===== config.mk =====
export PLATFORM = sky130hd
export DESIGN_NAME = regfile_sb_flat
export DESIGN_NICKNAME = d
export VERILOG_FILES = /design/src/rtl/rv_pkg.sv /design/src/rtl/regfile_sb_if.sv /design/src/rtl/sb_counter.sv /design/src/rtl/regfile_sb.sv /design/src/flat_wrapper.sv
export SDC_FILE = /design/constraint.sdc
export NUM_CORES = 2
export LEC_CHECK = 0
export CAP_MARGIN = 25
export CORE_MARGIN = 4
export CORE_UTILIZATION = 54
export CTS_CLUSTER_SIZE = 25
export DETAILED_ROUTE_END_ITERATION = 10
export GPL_TIMING_DRIVEN = 1
export PLACE_DENSITY = 0.8
export SLEW_MARGIN = 20
export SYNTH_ARGS = -nofsm -noshare
export SYNTH_HDL_FRONTEND = slang
export SYNTH_SLANG_ARGS = --single-unit
export TNS_END_PERCENT = 1

===== constraint.sdc =====
create_clock -name clk -period 7.5 [get_ports clk]
set_clock_uncertainty 0.1 [all_clocks]
set_input_delay 1.5 -clock clk [delete_from_list [all_inputs] [get_ports clk]]
set_output_delay 1.5 -clock clk [all_outputs]
set_load 0.1 [all_outputs]

===== src/rtl/rv_pkg.sv =====
// Shared constants and types for the integer register file and its scoreboard.
package rv_pkg;

  localparam int N         = 32;  // data width
  localparam int NREG      = 32;  // architectural registers, x0 hardwired to zero
  localparam int REG_IDX_W = 5;   // register index width
  localparam int DEST_W    = 6;   // WB destination width; top bit must be 0
  localparam int CNT_W     = 2;   // pending-writer counter width

  typedef logic [REG_IDX_W-1:0] reg_idx_t;

  localparam logic [CNT_W-1:0] CNT_ZERO = '0;
  localparam logic [CNT_W-1:0] CNT_ONE  = CNT_W'(1);
  localparam logic [CNT_W-1:0] CNT_MAX  = '1;

endpackage


===== src/rtl/regfile_sb_if.sv =====
// Bundle of WB write port, decode read ports, issue/kill and hazard signals.
//
// Handshake: there is no valid/ready pair here. wr_en, iss_valid and
// kill_valid are single-cycle qualifiers sampled on the rising edge. stall
// is the only back-pressure: when stall=1 the regfile ignores iss_valid in
// that cycle, and decode is expected to hold the same instruction.
interface regfile_sb_if;
  import rv_pkg::*;

  logic                     wr_en;
  logic [DEST_W-1:0]        regDest;
  logic [N-1:0]             wr_data;
  reg_idx_t                 rs1_addr;
  reg_idx_t                 rs2_addr;
  logic                     rs1_used;
  logic                     rs2_used;
  logic [N-1:0]             rs1_data;
  logic [N-1:0]             rs2_data;
  logic                     iss_valid;
  reg_idx_t                 iss_rd;
  logic                     kill_valid;
  reg_idx_t                 kill_rd;
  logic                     stall;
  logic                     sb_err;
  // Debug view of every pending-writer counter.
  logic [NREG-1:0][CNT_W-1:0] dbg_cnt;

  modport slave (
    input  wr_en, regDest, wr_data,
    input  rs1_addr, rs2_addr, rs1_used, rs2_used,
    input  iss_valid, iss_rd, kill_valid, kill_rd,
    output rs1_data, rs2_data, stall, sb_err, dbg_cnt
  );

  modport master (
    output wr_en, regDest, wr_data,
    output rs1_addr, rs2_addr, rs1_used, rs2_used,
    output iss_valid, iss_rd, kill_valid, kill_rd,
    input  rs1_data, rs2_data, stall, sb_err, dbg_cnt
  );

endinterface


===== src/rtl/sb_counter.sv =====
// One pending-writer counter: net change inc - dec_a - dec_b applied in a
// single update, clamped at 0 (flagging underflow) and at the maximum.
module sb_counter
  import rv_pkg::*;
(
  input  logic             clk,
  input  logic             rst,
  input  logic             inc,
  input  logic             dec_a,
  input  logic             dec_b,
  output logic [CNT_W-1:0] cnt,
  output logic             underflow
);

  logic [CNT_W-1:0] r_cnt;
  logic [CNT_W:0]   w_up;
  logic [CNT_W:0]   w_dn;
  logic [CNT_W:0]   w_diff;
  logic [CNT_W-1:0] w_next;

  // Compute the next count from the combined increment/decrement.
  always_comb begin
    w_up      = {1'b0, r_cnt} + {{CNT_W{1'b0}}, inc};
    w_dn      = {{CNT_W{1'b0}}, dec_a} + {{CNT_W{1'b0}}, dec_b};
    w_diff    = w_up - w_dn;
    underflow = (w_dn > w_up);
    if (underflow) begin
      w_next = CNT_ZERO;
    end else if (w_diff > {1'b0, CNT_MAX}) begin
      w_next = CNT_MAX;
    end else begin
      w_next = w_diff[CNT_W-1:0];
    end
  end

  // Counter register, cleared by synchronous reset.
  always_ff @(posedge clk) begin
    if (rst) begin
      r_cnt <= CNT_ZERO;
    end else begin
      r_cnt <= w_next;
    end
  end

  assign cnt = r_cnt;

endmodule


===== src/rtl/regfile_sb.sv =====
// Integer register file with write-first bypass and a per-register
// pending-writer scoreboard that raises stall on read-after-write hazards.
module regfile_sb
  import rv_pkg::*;
(
  input  logic         clk,
  input  logic         rst,
  regfile_sb_if.slave  bus
);

  logic [N-1:0]     r_regs [NREG];
  logic             r_sb_err;

  reg_idx_t         w_wr_idx;
  logic             w_wr_legal;
  logic             w_wr_illegal;
  logic [CNT_W-1:0] w_cnt [NREG];
  logic [NREG-1:0]  w_inc;
  logic [NREG-1:0]  w_dec_wb;
  logic [NREG-1:0]  w_dec_kill;
  logic [NREG-1:0]  w_underflow;
  logic             w_ready1;
  logic             w_ready2;
  logic             w_haz1;
  logic             w_haz2;
  logic             w_wb_on_iss;
  logic             w_kill_on_iss;
  logic             w_ovf;
  logic             w_stall;

  assign w_wr_idx     = bus.regDest[REG_IDX_W-1:0];
  assign w_wr_legal   = bus.wr_en & ~bus.regDest[DEST_W-1] & (w_wr_idx != '0);
  assign w_wr_illegal = bus.wr_en & bus.regDest[DEST_W-1];

  // Register storage; x0 is never written so it stays zero.
  always_ff @(posedge clk) begin
    if (rst) begin
      for (int i = 0; i < NREG; i++) begin
        r_regs[i] <= '0;
      end
    end else if (w_wr_legal) begin
      r_regs[w_wr_idx] <= bus.wr_data;
    end
  end

  // Read port 1: x0 reads zero, a same-cycle legal write is bypassed.
  always_comb begin
    bus.rs1_data = r_regs[bus.rs1_addr];
    if (bus.rs1_addr == '0) begin
      bus.rs1_data = '0;
    end else if (w_wr_legal && (w_wr_idx == bus.rs1_addr)) begin
      bus.rs1_data = bus.wr_data;
    end
  end

  // Read port 2: same selection as port 1.
  always_comb begin
    bus.rs2_data = r_regs[bus.rs2_addr];
    if (bus.rs2_addr == '0) begin
      bus.rs2_data = '0;
    end else if (w_wr_legal && (w_wr_idx == bus.rs2_addr)) begin
      bus.rs2_data = bus.wr_data;
    end
  end

  // Per-register decrement sources; x0's counter never moves.
  always_comb begin
    w_dec_wb   = '0;
    w_dec_kill = '0;
    for (int i = 1; i < NREG; i++) begin
      w_dec_wb[i]   = w_wr_legal & (w_wr_idx == reg_idx_t'(i));
      w_dec_kill[i] = bus.kill_valid & (bus.kill_rd == reg_idx_t'(i));
    end
  end

  // Per-register increment: only an issue that is not stalled counts.
  always_comb begin
    w_inc = '0;
    for (int i = 1; i < NREG; i++) begin
      w_inc[i] = bus.iss_valid & ~w_stall & (bus.iss_rd == reg_idx_t'(i));
    end
  end

  for (genvar gi = 0; gi < NREG; gi++) begin : g_cnt
    sb_counter u_cnt (
      .clk       (clk),
      .rst       (rst),
      .inc       (w_inc[gi]),
      .dec_a     (w_dec_wb[gi]),
      .dec_b     (w_dec_kill[gi]),
      .cnt       (w_cnt[gi]),
      .underflow (w_underflow[gi])
    );
  end

  // Hazard and overflow detection; purely combinational from state and inputs.
  always_comb begin
    w_ready1 = (w_cnt[bus.rs1_addr] == CNT_ZERO) ||
               ((w_cnt[bus.rs1_addr] == CNT_ONE) && w_wr_legal &&
                (w_wr_idx == bus.rs1_addr));
    w_ready2 = (w_cnt[bus.rs2_addr] == CNT_ZERO) ||
               ((w_cnt[bus.rs2_addr] == CNT_ONE) && w_wr_legal &&
                (w_wr_idx == bus.rs2_addr));
    w_haz1   = bus.rs1_used && (bus.rs1_addr != '0) && !w_ready1;
    w_haz2   = bus.rs2_used && (bus.rs2_addr != '0) && !w_ready2;
    // A retirement or squash of the same register this cycle frees a slot.
    w_wb_on_iss   = w_wr_legal && (w_wr_idx == bus.iss_rd);
    w_kill_on_iss = bus.kill_valid && (bus.kill_rd == bus.iss_rd);
    w_ovf    = bus.iss_valid && (bus.iss_rd != '0) &&
               (w_cnt[bus.iss_rd] == CNT_MAX) && !(w_wb_on_iss || w_kill_on_iss);
    w_stall  = w_haz1 || w_haz2 || w_ovf;
  end

  // Sticky error: illegal destination or any counter underflow.
  always_ff @(posedge clk) begin
    if (rst) begin
      r_sb_err <= 1'b0;
    end else if (w_wr_illegal || (|w_underflow)) begin
      r_sb_err <= 1'b1;
    end
  end

  // Expose counters for observation.
  always_comb begin
    for (int i = 0; i < NREG; i++) begin
      bus.dbg_cnt[i] = w_cnt[i];
    end
  end

  assign bus.stall  = w_stall;
  assign bus.sb_err = r_sb_err;

endmodule


===== src/flat_wrapper.sv =====
// flat-port wrapper written by rule: the top's interface ports become plain ports
module regfile_sb_flat import rv_pkg::*;
  (clk, rst, bus_wr_en, bus_regDest, bus_wr_data, bus_rs1_addr, bus_rs2_addr, bus_rs1_used, bus_rs2_used, bus_iss_valid, bus_iss_rd, bus_kill_valid, bus_kill_rd, bus_rs1_data, bus_rs2_data, bus_stall, bus_sb_err, bus_dbg_cnt);
  regfile_sb_if bus_i ();
  input  logic clk;
  input  logic rst;
  input wire logic [$bits(bus_i.wr_en)-1:0] bus_wr_en;
  input wire logic [$bits(bus_i.regDest)-1:0] bus_regDest;
  input wire logic [$bits(bus_i.wr_data)-1:0] bus_wr_data;
  input wire logic [$bits(bus_i.rs1_addr)-1:0] bus_rs1_addr;
  input wire logic [$bits(bus_i.rs2_addr)-1:0] bus_rs2_addr;
  input wire logic [$bits(bus_i.rs1_used)-1:0] bus_rs1_used;
  input wire logic [$bits(bus_i.rs2_used)-1:0] bus_rs2_used;
  input wire logic [$bits(bus_i.iss_valid)-1:0] bus_iss_valid;
  input wire logic [$bits(bus_i.iss_rd)-1:0] bus_iss_rd;
  input wire logic [$bits(bus_i.kill_valid)-1:0] bus_kill_valid;
  input wire logic [$bits(bus_i.kill_rd)-1:0] bus_kill_rd;
  output wire logic [$bits(bus_i.rs1_data)-1:0] bus_rs1_data;
  output wire logic [$bits(bus_i.rs2_data)-1:0] bus_rs2_data;
  output wire logic [$bits(bus_i.stall)-1:0] bus_stall;
  output wire logic [$bits(bus_i.sb_err)-1:0] bus_sb_err;
  output wire logic [$bits(bus_i.dbg_cnt)-1:0] bus_dbg_cnt;
  assign bus_i.wr_en = bus_wr_en;
  assign bus_i.regDest = bus_regDest;
  assign bus_i.wr_data = bus_wr_data;
  assign bus_i.rs1_addr = bus_rs1_addr;
  assign bus_i.rs2_addr = bus_rs2_addr;
  assign bus_i.rs1_used = bus_rs1_used;
  assign bus_i.rs2_used = bus_rs2_used;
  assign bus_i.iss_valid = bus_iss_valid;
  assign bus_i.iss_rd = bus_iss_rd;
  assign bus_i.kill_valid = bus_kill_valid;
  assign bus_i.kill_rd = bus_kill_rd;
  assign bus_rs1_data = bus_i.rs1_data;
  assign bus_rs2_data = bus_i.rs2_data;
  assign bus_stall = bus_i.stall;
  assign bus_sb_err = bus_i.sb_err;
  assign bus_dbg_cnt = bus_i.dbg_cnt;
  regfile_sb u_core (.clk(clk), .rst(rst), .bus(bus_i));
endmodule

==> flow_summary.json <==
{
  "outcome": "complete, no violations",
  "synth_edf_count": 1024,
  "fin_crit_ps": 6410,
  "hold_viol_final": 0,
  "routed_wirelength_um": 201000,
  "grt_use_total_pct": 32.9,
  "wl_per_cell_um": 33.6,
  "setup_viol": 0,
  "rsz0062_at_grt": "false",
  "clkSlewWorstSetupHoldPaths_ps": 60,
  "ant_nets": 0,
  "timing.final.crit_share_pct": 85.5,
  "drv_cap": 0,
  "route.detailed.drc": 0,
  "drtIter0Drc": 6899,
  "overflow": 0,
  "h-tree-depth": 3,
  "worstSetupEndpointType": "primary output",
  "startpoint_type": "input port",
  "io_pins": 195,
  "viasPerCell": 6.95,
  "max_slew_margin_pct": 24.2,
  "cp_slowest_cell": "clkdlybuf4s50_1",
  "dpl.hpwl_um": 118000,
  "nets": 4608,
  "crit_path_frequent_cell": "buf_4",
  "clock-sinks": 1087,
  "critPathMaxStageDelay_ps": 900,
  "dp.cells": 5753,
  "start_util_pct": 54.5,
  "antenna_found_initial": 17,
  "pwr-share-clk_pct": 36.6,
  "leakagePower_nw": 24.5,
  "synth_seq_area_share_pct": 50.5,
  "yosysWarningCount": 0,
  "area_growth_pct": 11.1,
  "placeableCoreArea_um2": 116000,
  "die-area_um2": 123000,
  "critPathMaxFanout": 27,
  "cts_tree": "built",
  "vias": 41600,
  "r2r_slack_ps": 2610,
  "sw_frac_of_total_pct": 27.8,
  "drive_above_1_share_pct": 24.8,
  "cts.path.max_buffers": 3,
  "tightestPinTransition_ps": 1140,
  "setup_tns_ps": 0,
  "synthArstFlopShare_pct": 0,
  "worstSetupPathType": "input port to primary output",
  "cts_root_buf": "clkbuf_16",
  "synthTopCellsByArea": "edfxtp_1 48%, mux4_2 24%, and2_1 9.8%, ha_1 2.4%, dfxtp_1 2.0%",
  "path_cells": "clkdlybuf4s50_1, nor3_1, a21oi_1, nand4_1, buf_4, o21ai_0, o31ai_4, buf_4, or2_2, buf_12",
  "cts_buffers": 112,
  "die_w_um": 351,
  "grt_pass1_wl_um": 290000,
  "gp_congestion": 0.962,
  "synth.top_cell.area_share_pct": 48.5,
  "synth_area_um2": 63400,
  "cts_hold_buf": 0,
  "ys_seq_elements": 1087,
  "critPathArrivalTime_ps": 4810,
  "ctsResizeCount": 0,
  "yosysUniqueCellTypes": 57,
  "hold_path_class": "register to register",
  "std_cell_rows": 125,
  "io_buffer_count": 192,
  "power.share.sequential_pct": 46.5,
  "report.final.slew_viol_count": 0,
  "post_cts_buffers": 0,
  "yosysTopAreaCell": "edfxtp_1",
  "synth-main-ff-cell": "edfxtp_1",
  "die_h_um": 351,
  "clock.fmax_ghz": 0.156,
  "ir_drop_uv": 186,
  "p_sw_w": 0.00428,
  "syn_avg_cell_area_um2": 14.7,
  "power_density_nw_per_um2": 218,
  "required_ps": 5900,
  "p_int_w": 0.0111,
  "firstDrtPassIters": 8,
  "fin_cells": 5987,
  "first_global_vias": 42300,
  "grt_start_max_net_pins": 129,
  "clkLatencyLatePin_ps": 700,
  "pwr-share-comb_pct": 16.9,
  "syn_inst": 4322
}
-- cells in the mapped netlist (all sizes together), types with 3 or more instances --
cell type	count
a31oi	4
or3	4
o21ai	9
and2	992
mux4	664
ha	124
a21oi	66
buf	136
nor4	4
nand4	9
xnor2	5
inv	187
a211oi	77
mux2	3
fa	62
nor3	39
o22ai	3
a311oi	7
or2	40
edfxtp	1024
nor2b	9
clkbuf	285
nand2b	42
nand3b	7
o31ai	28
nand3	19
o311ai	3
mux2i	89
o31a	4
xor2	46
nand2	58
dfxtp	63
nor4b	10
nor2	179
-- metrics by stage --
step	setup slack [ps]	utilization [%]	power, W	hold WS (ps)	instance area (µm²)
floorplan	694	-	0.00905	1170	63500
global placement	811	57.2	0.00977	770	66600
detailed placement	822	57.2	0.00983	758	66600
CTS	1140	60.4	0.0154	772	70200
global route	926	60.5	0.0158	834	70500
finish	1090	60.6	0.0154	797	70500
-- cell usage in the layout, fill, tap and decap left out, types with 5 or more instances in the layout --
master           count
o21ai_0              9
a21oi_1             66
fa_1                62
buf_4              162
nand4_1              9
nor4b_2              7
nor2_4              22
a311oi_1             7
nor3_2               6
clkbuf_1            29
conb_1              34
bufinv_16           12
nand2b_1            42
and2_1             992
nand2_1             58
nand3b_1             7
nor2_1             157
clkdlybuf4s50_1    114
inv_1              187
clkinv_2            20
nor2b_1              9
o31ai_1             27
xnor2_1              5
a211oi_1            77
buf_8               15
clkbuf_16          114
clkinv_1            24
or2_2               39
nand3_1             18
xor2_1              46
edfxtp_1          1024
nor3_1              31
mux2i_1             89
ha_1               124
mux4_2             664
dfxtp_1             63
buf_12              10
diode_2             10
-- final timing paths --
| kind | endpoint | cells past startpoint | startpoint |
|---|---|---|---|
| setup / recovery | bus_stall | 10 | bus_regDest[2] |
| hold / removal | u_core.g_cnt[14].u_cnt.cnt[1]$_SDFF_PP0_ | 3 | u_core.g_cnt[14].u_cnt.cnt[1]$_SDFF_PP0_ |
| setup reg to reg | u_core.bus.sb_err$_SDFFE_PP0P_ | 15 | u_core.g_cnt[25].u_cnt.cnt[1]$_SDFF_PP0_ |
| hold reg to reg | u_core.g_cnt[14].u_cnt.cnt[1]$_SDFF_PP0_ | 3 | u_core.g_cnt[14].u_cnt.cnt[1]$_SDFF_PP0_ |
-- state kept, by name, summed over array words and instances, names as in the netlist --
name	count
u_core.bus.sb_err	1
u_core.g_cnt.u_cnt.cnt	62
u_core.r_regs	1024
-- worst max-delay path: cells and delay by family --
kind,cells,cell delay (ps)
compound gates,3,880
buf+inv,4,1680
simple gates,3,740
-- power by group through the flow --
stage | logic (W) | clock network (W) | registers (W)
after floorplan | 0.00176 | 0 | 0.00728
after CTS | 0.00257 | 0.00565 | 0.00714
after detailed placement | 0.00256 | 0 | 0.00727
after global routing | 0.00269 | 0.00591 | 0.00718
after global placement | 0.00254 | 0 | 0.00723
final | 0.00261 | 0.00563 | 0.00716
-- layer usage --
metal	up-vias	wire length, µm	GRT usage, %
met5	-	23	0
met4	4	12900	18.4
met3	797	27500	8.13
met2	3650	95300	52.2
met1	20800	65800	41.9
li1	16400	-	-
-- cells by family (layout without fill, tap and decap cells) --
kind of cell	count (synthesis)	after routing	synth area share, %
xor+xnor	51	51	0.704
simple gates	1419	1419	13.1
mux	756	756	25.0
compound gates	214	214	2.31
flops	1087	1087	50.5
other cells	1	44	0.00591
fa+ha+maj	186	186	4.40
buf+inv	608	706	3.95
-- final cells by class --
class / count / area [µm²]
diodes: 10 / 25.0
clock buffers: 143 / 2960
clock inverters: 67 / 681
fillers: 8418 / 45900
inverters: 187 / 702
multi-input cells: 2660 / 29300
flip-flops and latches: 1087 / 32000
well taps: 1524 / 1910
repair buffers: 309 / 2890
Note: power is estimated with default switching activity, not from simulation.
